===== src/rtl/uart_tx.sv =====
// rtl/uart_tx.sv - 8N1-style UART transmitter with one-byte holding register; optional parity bit via UART_TX_PARITY_EN
module uart_tx #(
    parameter int DBIT          = 8,
    parameter int S_TICK_LIM    = 16,
    parameter int STOP_BITS_LIM = 16,
    parameter int PARITY_ODD    = 0
) (
    input  logic       clk,
    input  logic       reset,
    input  logic       s_tick,
    input  logic       tx_start,
    input  logic [7:0] data_in,
    output logic       tx,
    output logic       tx_ready,
    output logic       tx_busy,
    output logic       tx_done_tick
);

    localparam logic [4:0] TICK_LAST = 5'(S_TICK_LIM - 1);
    localparam logic [4:0] STOP_LAST = 5'(STOP_BITS_LIM - 1);
    localparam logic [2:0] BIT_LAST  = 3'(DBIT - 1);

    if (DBIT < 5 || DBIT > 8) begin : g_bad_dbit
        $error("uart_tx: DBIT must be 5..8");
    end
    if (STOP_BITS_LIM < 1 || STOP_BITS_LIM > 32) begin : g_bad_stop
        $error("uart_tx: STOP_BITS_LIM must be 1..32");
    end
    if (PARITY_ODD != 0 && PARITY_ODD != 1) begin : g_bad_parity
        $error("uart_tx: PARITY_ODD must be 0 or 1");
    end

    typedef enum logic [2:0] {
        ST_IDLE,
        ST_START,
        ST_DATA,
        ST_PARITY,
        ST_STOP
    } state_t;

    state_t          state, state_n;
    logic [4:0]      tick_cnt, tick_n;
    logic [2:0]      bit_cnt, bit_n;
    logic [DBIT-1:0] shift_reg, shift_n;
    logic [DBIT-1:0] hold_reg, hold_n;
    logic            hold_full, hold_full_n;
    logic            load_shift;
    logic            tx_n;
    logic            done_n;

`ifdef UART_TX_PARITY_EN
    // Copy of the byte in flight; the shift register is consumed by the time parity is sent.
    logic [DBIT-1:0] frame_data;
    logic            parity_bit;

    always_ff @(posedge clk) begin
        if (reset) begin
            frame_data <= '0;
        end else if (load_shift) begin
            frame_data <= hold_reg;
        end
    end

    assign parity_bit = (^frame_data) ^ (PARITY_ODD != 0);
`endif

    assign tx_busy = (state != ST_IDLE);

    always_ff @(posedge clk) begin
        if (reset) begin
            state        <= ST_IDLE;
            tick_cnt     <= '0;
            bit_cnt      <= '0;
            shift_reg    <= '0;
            hold_reg     <= '0;
            hold_full    <= 1'b0;
            tx           <= 1'b1;
            tx_ready     <= 1'b1;
            tx_done_tick <= 1'b0;
        end else begin
            state        <= state_n;
            tick_cnt     <= tick_n;
            bit_cnt      <= bit_n;
            shift_reg    <= shift_n;
            hold_reg     <= hold_n;
            hold_full    <= hold_full_n;
            tx           <= tx_n;
            tx_ready     <= !hold_full_n;
            tx_done_tick <= done_n;
        end
    end

    always_comb begin
        state_n     = state;
        tick_n      = tick_cnt;
        bit_n       = bit_cnt;
        shift_n     = shift_reg;
        hold_n      = hold_reg;
        hold_full_n = hold_full;
        load_shift  = 1'b0;

        // tx_ready is low whenever holding is full, so capture never collides with a transfer.
        if (tx_start && tx_ready) begin
            hold_n      = data_in[DBIT-1:0];
            hold_full_n = 1'b1;
        end

        case (state)
            ST_IDLE: begin
                if (hold_full) begin
                    load_shift = 1'b1;
                end
            end
            ST_START: begin
                if (s_tick) begin
                    if (tick_cnt == TICK_LAST) begin
                        tick_n  = '0;
                        state_n = ST_DATA;
                    end else begin
                        tick_n = tick_cnt + 5'd1;
                    end
                end
            end
            ST_DATA: begin
                if (s_tick) begin
                    if (tick_cnt == TICK_LAST) begin
                        tick_n  = '0;
                        shift_n = shift_reg >> 1;
                        if (bit_cnt == BIT_LAST) begin
                            bit_n   = '0;
`ifdef UART_TX_PARITY_EN
                            state_n = ST_PARITY;
`else
                            state_n = ST_STOP;
`endif
                        end else begin
                            bit_n = bit_cnt + 3'd1;
                        end
                    end else begin
                        tick_n = tick_cnt + 5'd1;
                    end
                end
            end
`ifdef UART_TX_PARITY_EN
            ST_PARITY: begin
                if (s_tick) begin
                    if (tick_cnt == TICK_LAST) begin
                        tick_n  = '0;
                        state_n = ST_STOP;
                    end else begin
                        tick_n = tick_cnt + 5'd1;
                    end
                end
            end
`endif
            ST_STOP: begin
                if (s_tick) begin
                    if (tick_cnt == STOP_LAST) begin
                        tick_n = '0;
                        if (hold_full) begin
                            load_shift = 1'b1;
                        end else begin
                            state_n = ST_IDLE;
                        end
                    end else begin
                        tick_n = tick_cnt + 5'd1;
                    end
                end
            end
            default: begin
                state_n = ST_IDLE;
            end
        endcase

        // Shared by idle and the gapless stop-to-start path.
        if (load_shift) begin
            shift_n     = hold_reg;
            hold_full_n = 1'b0;
            tick_n      = '0;
            bit_n       = '0;
            state_n     = ST_START;
        end
    end

    // Line level is registered from the next state so tx moves on the same edge as the state.
    always_comb begin
        tx_n   = 1'b1;
        done_n = 1'b0;
        case (state_n)
            ST_START:  tx_n = 1'b0;
            ST_DATA:   tx_n = shift_n[0];
`ifdef UART_TX_PARITY_EN
            ST_PARITY: tx_n = parity_bit;
`endif
            default:   tx_n = 1'b1;
        endcase
        if (state == ST_STOP && s_tick && tick_cnt == STOP_LAST) begin
            done_n = 1'b1;
        end
    end

endmodule


===== config.mk =====
export PLATFORM = sky130hd
export DESIGN_NAME = uart_tx
export DESIGN_NICKNAME = d
export VERILOG_FILES = /design/src/rtl/uart_tx.sv
export SDC_FILE = /design/constraint.sdc
export NUM_CORES = 1
export LEC_CHECK = 0
export ABC_AREA = 1
export BUFFER_PORTS_ARGS = -buffer_cell sky130_fd_sc_hd__buf_2
export CORE_MARGIN = 2
export CORE_UTILIZATION = 55
export CTS_BUF_LIST = sky130_fd_sc_hd__clkbuf_16
export DETAILED_ROUTE_END_ITERATION = 10
export GPL_TIMING_DRIVEN = 0
export PLACE_DENSITY_LB_ADDON = 0.25
export SYNTH_ARGS = -nofsm -noshare
export SYNTH_HDL_FRONTEND = slang
export SYNTH_SLANG_ARGS = --single-unit

===== constraint.sdc =====
create_clock -name clk -period 3.89 [get_ports clk]
set_clock_uncertainty 0.05 [all_clocks]
set_input_delay 0.9725 -clock clk [delete_from_list [all_inputs] [get_ports clk]]
set_output_delay 0.9725 -clock clk [all_outputs]
set_load 0.01 [all_outputs]

# --- Word-level counts from Yosys, hierarchy flattened ---
# Index checks and enable logic that the tools add are counted.
op_classes:
  reduce_logical: 14
  muxes: 24
  n_addsub: 2
  n_eq_ne: 7
ops:
  columns: ["op", "n"]
  rows:
  - ["$mux 8", 4]
  - ["$mux 3", 10]
  - ["$pmux 3 s4", 1]
  - ["$eq 3x1->1 const B", 2]
  - ["$eq 3x2->1 const B", 2]
  - ["$eq 3x3->1 const B", 2]
  - ["$mux 1", 6]
  - ["$reduce_and 3->1", 2]
  - ["$reduce_bool 2->1", 3]
  - ["$add 5x1->5 const B", 1]
  - ["$eq 5x4->1 const B", 1]
  - ["$mux 5", 1]
  - ["$pmux 1 s2", 2]
  - ["$add 3x1->3 const B", 1]
  - ["$logic_and 1x1->1", 3]
  - ["$logic_not 3->1", 1]
  - ["$reduce_bool 3->1", 1]
  - ["$reduce_or 3->1", 1]
  - ["$reduce_and 2->1", 1]
  - ["$reduce_or 2->1", 1]
  - ["$logic_not 1->1", 1]
totals:
  regBits: 31
  output_inout_bits: 4
  wordCells: 57
  input_bits: 12

# --- Longest topological paths before layout ---
logic_depth:
  ltp_word: 8
  depth_mapped: 10
  depth_no_buf: 10

# --- Worst setup path after synthesis ---
# No wires, ideal clock.
synth_timing:
  path_kind: "in2reg"
  startpoint: "in s_tick"
  endpoint: "reg shift_reg[2]"
  stages: 7
  required_time_ns: 3.725
  path_buffers: 1
  arrival_time_ns: 1.539
  slack_ns: 2.186
  path_cell_list: "nand3_4 -> nand2_4 -> nand2_4 -> buf_6 -> nand2_1 -> a21oi_1 -> nor2_1"
synth_via:
  elab_chain_cells: 4
  elab_cells_between_ends: 7
  classes_between: "mux (3); reduce/logical (4)"
synth_rtl:
  columns: ["item", "line", "text"]
  rows:
  - ["from (decl)", "10", "input logic s_tick,"]
  - ["$mux 1", "157", "if (s_tick) begin"]
  - ["$pmux 1 s2", "108", "case (state)"]
  - ["$reduce_bool 2->1 (no line)", null, null]
  - ["$reduce_and 3->1 (no line)", null, null]
  - ["to (signal assigned)", "84", "shift_reg <= shift_n;"]
  - ["to (decl)", "44", "logic [DBIT-1:0] shift_reg, shift_n;"]
# Parallel ways exist; a longest one is shown, timed or not.
# A chain may end at the register's enable or synchronous reset.

# --- Worst setup path in the final report ---
layout_timing:
  startpoint: "reg state[1]"
  endpoint: "out tx_busy"
layout_via:
  elab_chain_cells: 1
layout_rtl:
  columns: ["item", "line", "text"]
  rows:
  - ["from (decl)", "41", "state_t state, state_n;"]
  - ["from (signal assigned)", "81", "state <= state_n;"]
  - ["$reduce_bool 3->1", "67", "assign tx_busy = (state != ST_IDLE);"]
  - ["to (decl)", "15", "output logic tx_busy,"]
# Every way passes these cells.

==> qor.csv <==
metric,value,unit
die-area,2990,um^2
worstPathArrival,1000,ps
p_leak,0.000762,uW
cts_tree,built,
path_buf_inv,1,
hold_class,flip-flop to flip-flop,
wl,2540,um
ys_ff_latch,31,
cts_buffers,5,
slew_viol_final,0,
numPortBuffers,15,
grt_use_total,20.4,%
synth_area_leaders,"dfxtp_1 (44%), nor2_1 (10%), nand2_1 (9.8%)",
synth_area_leader_cell,dfxtp_1,
status,"finished, final reports clean",
n_antenna_cell,0,
drc,0,
cts_buffer_depth,2,
ys.flop_type,dfxtp_1,
cts-htree-levels,2,
grt_pass1_vias,1062,
path_cells,nor2_1 > nand2_1 > buf_2,
yosysWarnings,0,
nets,230,
path_clk_slew,50,ps
rsz0062_at_grt,no,
die_w,54.7,um
holdPathStages,2,
syn2layout_area_growth,17.4,%
end_kind,output pin,
vias,1186,
finalSetupTns,0,ps
fin_crit_sh,52.1,%
async_reset_ff_share,0,%
wire_per_inst,10.4,um
p_per_area,475,nW/um^2
syn_avg_cell_area,7.33,um^2
seq_area_frac_synth,43.9,%
path_delay_family,flip-flops,
drive_gt1_share,16.7,%
peakVddDrop,0.391,mV
coreArea,2450,um^2
post-route-util,67.6,%
antenna_left,0,
setup_viol,0,
vias_per_cell,4.84,
synth_top_area_share,43.9,%
synth_edf_count,0,
cp_max_fo,4,
min_period,2030,ps
synthTopCellsByCount,"nor2_1 (38), nand2_1 (37), dfxtp_1 (31)",
grt_antenna_before_repair,0,
start_kind,flip-flop,
grt_start_max_net_pins,11,
worst-path-stages,3,
netlist_area,1410,um^2
fin_cells,245,
worst_slew_pin_slew,294,ps
cts-root-buf,clkbuf_16,
gp_congestion,0.796,
cp.required,2870,ps
slowest_delay,450,ps
total_power,789,uW
crit_type,flip-flop to output pin,
numClockSinks,31,
max_freq,0.494,GHz
num_io_pins,16,
maxCapViolCount,0,
ctsHoldBuffers,0,
drt_iter0_drc,13,
cp_slowest_cell,dfxtp_1,
grt.overflow.total,0,
cts_resized,0,
hpwl,1850,um
first_pass_iters,4,
filler_cell_count,213,
slew_headroom,80.4,%
synth_most_common_cell,nor2_1,
rr_worst_depth,8,
post_cts_buffers,0,
synth_cell_types,23,
grt_pass1_wl,4220,um
hold_violations,0,
fin_hold_ws,420,ps
postSynthCellCount,193,
clk-insertion-delay-late,270,ps
rows,18,
syn_nets,208,
die_h,54.7,um
initial_utilization,57.6,%
place_inst,238,
-- placed cells by master (no fill, tap or decap) --
cell	netlist	final
nor3_4	1	1
nand3_4	2	2
clkbuf_1	1	1
xnor2_1	1	1
inv_1	23	23
buf_6	1	1
nor2_2	2	2
nand2_1	37	37
a21oi_1	8	8
clkbuf_16	0	5
dfxtp_1	31	31
inv_2	2	2
nor2_1	38	38
o21ai_0	15	15
o21ai_1	8	8
ha_1	3	3
o21bai_1	1	1
buf_2	0	15
nand3_1	9	9
nand3b_1	1	1
clkinv_2	0	1
nand2_2	3	3
clkinv_1	0	1
xor2_1	1	1
nor3_1	1	1
nor2_4	2	2
nand2_4	2	2
-- cell type report --
class / count / area [um^2] / area share [%]
multi-input combinational: 135 / 684 / 41.2
clock inverter: 2 / 8.76 / 0.528
inverter: 25 / 93.8 / 5.65
clock buffer: 5 / 125 / 7.54
tap: 30 / 37.5 / 2.26
timing repair buffer: 15 / 75.1 / 4.52
sequential: 31 / 621 / 37.4
buffer: 2 / 15.0 / 0.904
-- where the power goes --
part	internal, uW	total [uW]	switching [uW]
registers	341	352	10.9
clock network	229	352	123
logic	32.5	84.8	52.4
total	602	789	187
-- per-layer routing --
metal / wire [um] / track usage (%) / share of wire, % / vias to the layer above
met5: 0 / 0 / 0 / -
met4: 46 / 15.8 / 1.8 / 0
met3: 75 / 5.19 / 3.0 / 4
met2: 1260 / 32.3 / 50 / 17
met1: 1150 / 23.2 / 45 / 519
li1: - / - / - / 646
-- worst min-delay path, cell delays in order (launching register included) --
cell and delay, ps:
dfxtp_1 300, nand2_1 60, a21oi_1 60
-- cells by family (layout without fill, tap and decap cells) --
family	Yosys count	in the layout	synth area share, %
buffers and inverters	27	49	7.70
AND/OR/NAND/NOR	98	98	33.0
AO/OA/AOI/OAI	32	32	11.5
XOR/XNOR	2	2	1.24
flip-flops	31	31	43.9
adder cells (fa/ha/maj)	3	3	2.66
-- path summary, 6_finish.rpt --
path / from / end / slack, ps
worst max-delay path: state[1] / tx_busy / 1860
worst max register to register: tick_cnt[0] / tx / 2250
worst min-delay path: shift_reg[7] / shift_reg[7] / 420
worst min register to register: shift_reg[7] / shift_reg[7] / 420
-- metrics by stage --
| step | instance area, um^2 | setup WS, ps |
|---|---|---|
| 5_1_grt | 1660 | 1800 |
| 3_5_place_dp | 1530 | 1910 |
| 6_report | 1660 | 1860 |
| 2_1_floorplan | 1410 | 2190 |
| 4_1_cts | 1660 | 1860 |
| 3_3_place_gp | 1530 | 1930 |
(Power assumes the default switching activity.)
